==> config.mk <==
export PLATFORM = sky130hd
export DESIGN_NAME = flow_control_credit_nport
export DESIGN_NICKNAME = d
export VERILOG_FILES = /design/src/rtl/flow_control_credit_nport.sv
export SDC_FILE = /design/constraint.sdc
export NUM_CORES = 1
export LEC_CHECK = 0
export BUFFER_PORTS_ARGS = -buffer_cell sky130_fd_sc_hd__buf_2
export CAP_MARGIN = 20
export CELL_PAD_IN_SITES_DETAIL_PLACEMENT = 0
export CELL_PAD_IN_SITES_GLOBAL_PLACEMENT = 1
export CORE_MARGIN = 10
export CORE_UTILIZATION = 42
export CTS_CLUSTER_DIAMETER = 150
export DETAILED_ROUTE_END_ITERATION = 6
export PLACE_DENSITY = 0.91
export SETUP_SLACK_MARGIN = 0.1
export SYNTH_ARGS = -nofsm -noshare
export SYNTH_HDL_FRONTEND = slang
export SYNTH_SLANG_ARGS = --single-unit
==> constraint.sdc <==
create_clock -name clk -period 4.85 [get_ports clk]
set_clock_uncertainty 0.15 [all_clocks]
set_input_delay 0.2425 -clock clk [delete_from_list [all_inputs] [get_ports clk]]
set_output_delay 0.2425 -clock clk [all_outputs]
set_load 0.01 [all_outputs]
==> src/rtl/flow_control_credit_nport.sv <==
// -----------------------------------------------------------------------------
// flow_control_credit_nport
//
// Per-output switch allocator and credit tracker for an N-port mesh router.
// It sits between the input FIFOs / route compute and the crossbar.
//
// For every output j:
//   * In IDLE, it arbitrates round-robin among the inputs whose head flit
//     routes to j. It starts the scan at rr_ptr[j] and wraps upward.
//   * Once a head flit without the tail marker is sent, the grant is locked to
//     that input until its tail flit is sent (wormhole switching).
//   * A credit counter tracks the free slots in the downstream buffer. A flit
//     is sent only while credit is non-zero.
//
// Transfers are zero-latency. The pop enable, crossbar select and valid are
// all combinational from the current inputs and state.
//
// Ports
//   clk         clock
//   rst_n       synchronous active-low reset; also gates the outputs to 0
//   req         [i*NPORT+j] head flit of input i routes to output j
//   empty       input FIFO i is empty
//   tail        head flit of input FIFO i is a tail flit
//   credit_in   1-cycle pulse: downstream of output j freed one slot
//   en_fifo     pop input FIFO i this cycle
//   out_sw      [j*NPORT+i] output j is driven by input i (one-hot or zero)
//   out_valid   a flit is transferred on output j this cycle
//   credit_cnt  [j*CW +: CW] current credits for output j
//   credit_err  sticky: credit_in arrived while the counter was full
// -----------------------------------------------------------------------------
module flow_control_credit_nport #(
  parameter  int NPORT        = 3,
  parameter  int CREDIT_DEPTH = 4,
  localparam int CW           = $clog2(CREDIT_DEPTH + 1)
) (
  input  logic                   clk,
  input  logic                   rst_n,
  input  logic [NPORT*NPORT-1:0] req,
  input  logic [NPORT-1:0]       empty,
  input  logic [NPORT-1:0]       tail,
  input  logic [NPORT-1:0]       credit_in,
  output logic [NPORT-1:0]       en_fifo,
  output logic [NPORT*NPORT-1:0] out_sw,
  output logic [NPORT-1:0]       out_valid,
  output logic [NPORT*CW-1:0]    credit_cnt,
  output logic                   credit_err
);

  localparam int              PW         = $clog2(NPORT);
  localparam logic [CW-1:0]   CREDIT_MAX = CW'(CREDIT_DEPTH);
  localparam logic [PW-1:0]   LAST_PORT  = PW'(NPORT - 1);

  // One FSM per output. BUSY means the output is locked to r_lock_own.
  typedef enum logic {
    S_IDLE = 1'b0,
    S_BUSY = 1'b1
  } state_e;

  // ---------------------------------------------------------------------------
  // State
  // ---------------------------------------------------------------------------
  state_e          r_state    [NPORT];
  logic [PW-1:0]   r_lock_own [NPORT];
  logic [PW-1:0]   r_rr_ptr   [NPORT];
  logic [CW-1:0]   r_credit   [NPORT];
  logic            r_credit_err;

  state_e          w_state_nxt    [NPORT];
  logic [PW-1:0]   w_lock_own_nxt [NPORT];
  logic [PW-1:0]   w_rr_ptr_nxt   [NPORT];
  logic [CW-1:0]   w_credit_nxt   [NPORT];
  logic            w_credit_err_nxt;

  // ---------------------------------------------------------------------------
  // Selection signals
  // ---------------------------------------------------------------------------
  logic [NPORT-1:0] w_owned;              // input i owns some locked output
  logic [NPORT-1:0] w_cand   [NPORT];     // IDLE candidates per output
  logic [PW:0]      w_pick   [NPORT];     // {found, index} from round-robin
  logic [NPORT-1:0] w_has_credit;
  logic [NPORT-1:0] w_sel_vld;            // output j has a selected input
  logic [PW-1:0]    w_sel    [NPORT];     // selected input for output j
  logic [NPORT-1:0] w_xfer;               // a flit moves on output j

  // Round-robin pick: the first set bit of cand at or above ptr, with
  // wrap-around. The scan runs from the farthest offset down to offset 0, so
  // the nearest candidate is assigned last and wins. This form needs no
  // early exit.
  function automatic logic [PW:0] rr_pick(input logic [NPORT-1:0] cand,
                                          input logic [PW-1:0]    ptr);
    logic [PW:0] res;
    int          idx;
    res = '0;
    for (int off = NPORT - 1; off >= 0; off--) begin
      idx = int'(ptr) + off;
      if (idx >= NPORT) idx -= NPORT;
      if (cand[idx]) res = {1'b1, PW'(idx)};
    end
    return res;
  endfunction

  // An input that already owns a locked output may not win another output.
  // Together with the one-request-per-input rule, this keeps each input
  // granted by at most one output.
  always_comb begin : owned_p
    // NOTE: every combinational output gets a default before any branch, so
    // no path leaves it unassigned and no latch is inferred.
    w_owned = '0;
    for (int j = 0; j < NPORT; j++) begin
      if (r_state[j] == S_BUSY) w_owned[r_lock_own[j]] = 1'b1;
    end
  end

  always_comb begin : select_p
    w_has_credit = '0;
    w_sel_vld    = '0;
    w_xfer       = '0;
    for (int j = 0; j < NPORT; j++) begin
      w_cand[j] = '0;
      for (int i = 0; i < NPORT; i++) begin
        w_cand[j][i] = req[i*NPORT + j] & ~empty[i] & ~w_owned[i];
      end
      w_pick[j]       = rr_pick(w_cand[j], r_rr_ptr[j]);
      w_has_credit[j] = (r_credit[j] != '0);

      if (r_state[j] == S_BUSY) begin
        // The owner stays selected even while stalled on empty or credit, so
        // the crossbar path remains set up for the rest of the packet.
        w_sel_vld[j] = 1'b1;
        w_sel[j]     = r_lock_own[j];
      end else begin
        // No credit means no winner, so the crossbar row stays at zero.
        w_sel_vld[j] = w_pick[j][PW] & w_has_credit[j];
        w_sel[j]     = w_pick[j][PW-1:0];
      end

      w_xfer[j] = w_sel_vld[j] & ~empty[w_sel[j]] & w_has_credit[j];
    end
  end

  // ---------------------------------------------------------------------------
  // Outputs (forced to zero while reset is asserted)
  // ---------------------------------------------------------------------------
  always_comb begin : out_p
    en_fifo   = '0;
    out_sw    = '0;
    out_valid = '0;
    if (rst_n) begin
      for (int j = 0; j < NPORT; j++) begin
        if (w_sel_vld[j]) out_sw[j*NPORT + int'(w_sel[j])] = 1'b1;
        out_valid[j] = w_xfer[j];
        if (w_xfer[j]) en_fifo[w_sel[j]] = 1'b1;
      end
    end
  end

  always_comb begin : credit_pack_p
    credit_cnt = '0;
    for (int j = 0; j < NPORT; j++) begin
      credit_cnt[j*CW +: CW] = r_credit[j];
    end
  end

  assign credit_err = r_credit_err;

  // ---------------------------------------------------------------------------
  // Next state: lock FSM, round-robin pointer, credits
  // ---------------------------------------------------------------------------
  always_comb begin : next_p
    w_credit_err_nxt = r_credit_err;
    for (int j = 0; j < NPORT; j++) begin
      w_state_nxt[j]    = r_state[j];
      w_lock_own_nxt[j] = r_lock_own[j];
      w_rr_ptr_nxt[j]   = r_rr_ptr[j];
      w_credit_nxt[j]   = r_credit[j];

      if (w_xfer[j]) begin
        case (r_state[j])
          S_IDLE: begin
            // Only a head transfer moves the pointer. It moves just past the
            // winner, so that input has the lowest priority next time.
            w_rr_ptr_nxt[j] = (w_sel[j] == LAST_PORT) ? '0 : w_sel[j] + 1'b1;
            if (!tail[w_sel[j]]) begin
              w_state_nxt[j]    = S_BUSY;
              w_lock_own_nxt[j] = w_sel[j];
            end
          end
          S_BUSY: begin
            if (tail[w_sel[j]]) w_state_nxt[j] = S_IDLE;
          end
          default: w_state_nxt[j] = S_IDLE;
        endcase
      end

      // A transfer and a returning credit in the same cycle cancel out.
      case ({w_xfer[j], credit_in[j]})
        2'b10: w_credit_nxt[j] = r_credit[j] - 1'b1;
        2'b01: begin
          if (r_credit[j] == CREDIT_MAX) w_credit_err_nxt = 1'b1;
          else                           w_credit_nxt[j]  = r_credit[j] + 1'b1;
        end
        default: w_credit_nxt[j] = r_credit[j];
      endcase
    end
  end

  // ---------------------------------------------------------------------------
  // State registers
  // ---------------------------------------------------------------------------
  always_ff @(posedge clk) begin
    if (!rst_n) begin
      // NOTE: all per-output state arrays are reset. They are small control
      // registers, not a RAM, and a reset in mid-packet must drop the lock.
      for (int j = 0; j < NPORT; j++) begin
        r_state[j]    <= S_IDLE;
        r_lock_own[j] <= '0;
        r_rr_ptr[j]   <= '0;
        r_credit[j]   <= CREDIT_MAX;
      end
      r_credit_err <= 1'b0;
    end else begin
      // NOTE: non-blocking assignments here. Every register samples the
      // pre-edge values, whatever order the statements are in.
      for (int j = 0; j < NPORT; j++) begin
        r_state[j]    <= w_state_nxt[j];
        r_lock_own[j] <= w_lock_own_nxt[j];
        r_rr_ptr[j]   <= w_rr_ptr_nxt[j];
        r_credit[j]   <= w_credit_nxt[j];
      end
      r_credit_err <= w_credit_err_nxt;
    end
  end

endmodule

==> impl_metrics.env <==
export IMPL_drc=0
export IMPL_antenna_found_initial=0
export IMPL_synth_area_top_cells="dfxtp_1, ha_1, nor2_1"
export IMPL_coreArea_um2=5991
export IMPL_startpoint_type="register"
export IMPL_power_uw=2014
export IMPL_clk_latency_ns=0.27
export IMPL_ctsResizeCount=0
export IMPL_yosys_top_cells_count="nor2_1, dfxtp_1, nand2_1, inv_1, ha_1"
export IMPL_synth_main_ff_cell="dfxtp_1"
export IMPL_hp_class="in -> reg"
export IMPL_cts_root_buf="clkbuf_8"
export IMPL_power_leakage_uw=0.001227
export IMPL_min_period_over_period_pct=84.26
export IMPL_grt_pass1_wl_um=11990
export IMPL_synth_edf_count=0
export IMPL_setup_viol=0
export IMPL_dieArea_um2=9767
export IMPL_die_y_um=98.83
export IMPL_tns_ns=0
export IMPL_slew_viol_final=0
export IMPL_hold_viol_final=0
export IMPL_path_max_fanout=15
export IMPL_grt_pass1_vias=2484
export IMPL_crit_arrival_ns=3.69
export IMPL_clk_pin_slew_worst_paths_ns=0.09
export IMPL_cts_tree="built"
export IMPL_place_hpwl_um=5685
export IMPL_clock_sinks=25
export IMPL_ys_seq_elements=25
export IMPL_ys_async_sr_fraction_pct=0
export IMPL_num_rows=28
export IMPL_portBuffers=44
export IMPL_grt_setup_unrepaired="false"
export IMPL_cp_end_kind="primary output"
export IMPL_start_util_pct=43.57
export IMPL_synth_top_area_cell="dfxtp_1"
export IMPL_cts_setup_buffers=0
export IMPL_yosysMostFrequentCell="nor2_1"
export IMPL_cts_path_max_buffers=2
export IMPL_place_congestion=0.8939
export IMPL_via_count=2683
export IMPL_drt_iter0_markers=227
export IMPL_vias_per_cell=5.989
export IMPL_wire_per_inst_um=16.26
export IMPL_die_x_um=98.83
export IMPL_synth_top_area_share_pct=19.18
export IMPL_drv_cap=0
export IMPL_ioPinCount=45
export IMPL_syn_to_final_growth_pct=10.83
export IMPL_yosysUniqueCellTypes=74
export IMPL_grt_max_degree=26
export IMPL_fin_crit_ns=4.086
export IMPL_gr_total_overflow=0
export IMPL_dr_pass1_iters=5
export IMPL_synth_cells=342
export IMPL_crit_type="reg -> out"
export IMPL_ir_drop_v=0.0002889
export IMPL_drive_gt1_share_pct=18.50
export IMPL_numCtsBuffers=3
export IMPL_worst_pin_slew_ns=0.8080
export IMPL_grt_usage_pct=14.16
export IMPL_ys_warn_count=0
export IMPL_cts_hold_buffers=0
export IMPL_diodes=0
export IMPL_cp_data_required_time_ns=4.46
export IMPL_timing_fmax_ghz=0.2447
export IMPL_synth_yosys_seq_area_share_pct=19.18
export IMPL_syn_cell_area_um2=2610
export IMPL_outcome="completed"
export IMPL_routed_wl_um=7283
export IMPL_p_per_area_nw_per_um2=696.1
export IMPL_syn_nets=378
export IMPL_ant_nets=0
export IMPL_final_nets=410
export IMPL_avgSynthCellArea_um2=7.632
export IMPL_htree_levels=1
export IMPL_maxSlewHeadroom_pct=46.13
## flip-flops by register name, summed over array words and instances, names as in the netlist
signal / count
r_state: 3
r_rr_ptr: 6
credit_err: 1
r_credit: 9
r_lock_own: 6
## path summary, 6_finish.rpt
| path | cells after the start | to | slack (ns) | start |
|---|---|---|---|---|
| max reg2reg | 14 | r_credit[0][8] | 0.86 | r_state[0][1] |
| min reg2reg | 2 | r_credit[0][8] | 0.39 | r_credit[0][8] |
| min | 2 | r_credit[0][8] | 0.13 | rst_n |
| max | 10 | en_fifo[1] | 0.76 | r_state[0][1] |
## where the power goes
part	switching, uW	total (uW)	leakage, uW	internal [uW]
Sequential	105	391	0.000205	286
Combinational	879	1490	0.000999	615
Clock	69.6	128	0.0000228	58.9
Total	1050	2010	0.00123	960
## worst max-delay path: stages (launching register included)
cell	delay (ns)
dfxtp_1	0.40
and3b_1	0.23
a2111oi_4	0.76
nand3_1	0.16
o31a_1	0.43
mux2_2	0.34
a211oi_4	0.43
nand2_1	0.18
a2bb2oi_1	0.17
a21bo_2	0.19
buf_2	0.12
## cell usage in the layout (no fill, tap or decap), types with 5 or more instances in the layout
| cell | count |
|---|---|
| ha_1 | 16 |
| nand2_1 | 24 |
| a21oi_1 | 11 |
| dfxtp_1 | 25 |
| o21ai_0 | 12 |
| nor2b_1 | 8 |
| inv_1 | 22 |
| nand3_1 | 9 |
| nor2_1 | 36 |
| mux2i_1 | 8 |
| a211oi_1 | 7 |
| nand4_1 | 5 |
| nand2b_1 | 8 |
| buf_2 | 44 |
| a31oi_1 | 11 |
| o31ai_1 | 5 |
| mux2_2 | 7 |
| nor3_1 | 10 |
## through the flow
stage	std cells	area (um^2)	utilization [%]	worst slack, ns	hold WS (ns)
after floorplan	342	2610	-	1.389	0.3080
after global placement	444	2848	47.54	1.007	0.3571
after detailed placement	444	2848	47.54	0.8909	0.3717
after CTS	448	2893	48.29	0.7836	0.1270
after global routing	448	2893	48.29	0.5102	0.1360
final	448	2893	48.29	0.7636	0.1256
## metal layers
| metal | vias up | part of all wire [%] | routed length [um] | GRT usage, % |
|---|---|---|---|---|
| met3 | 9 | 6.9 | 505 | 1.816 |
| met5 | - | 0 | 0 | 0 |
| li1 | 1338 | - | - | - |
| met2 | 102 | 43 | 3145 | 21.69 |
| met1 | 1234 | 49 | 3547 | 19.74 |
| met4 | 0 | 1.2 | 85 | 4.741 |
## logic make-up after synthesis
| family | count (synthesis) | share of synthesized area (%) |
|---|---|---|
| xor+xnor | 6 | 2.013 |
| buf+inv | 41 | 6.520 |
| flops | 25 | 19.18 |
| simple gates | 135 | 27.33 |
| compound gates | 101 | 30.06 |
| fa+ha+maj | 19 | 8.821 |
| mux | 15 | 6.088 |
## final cells by class
class	count	area (um^2)
tap	75	93.84
timing repair buffer	45	227.7
fill	600	3098
clock buffer	4	45.04
multi-input combinational	276	1939
sequential	25	500.5
inverter	23	86.33
Power figures use the tool's default switching activity.
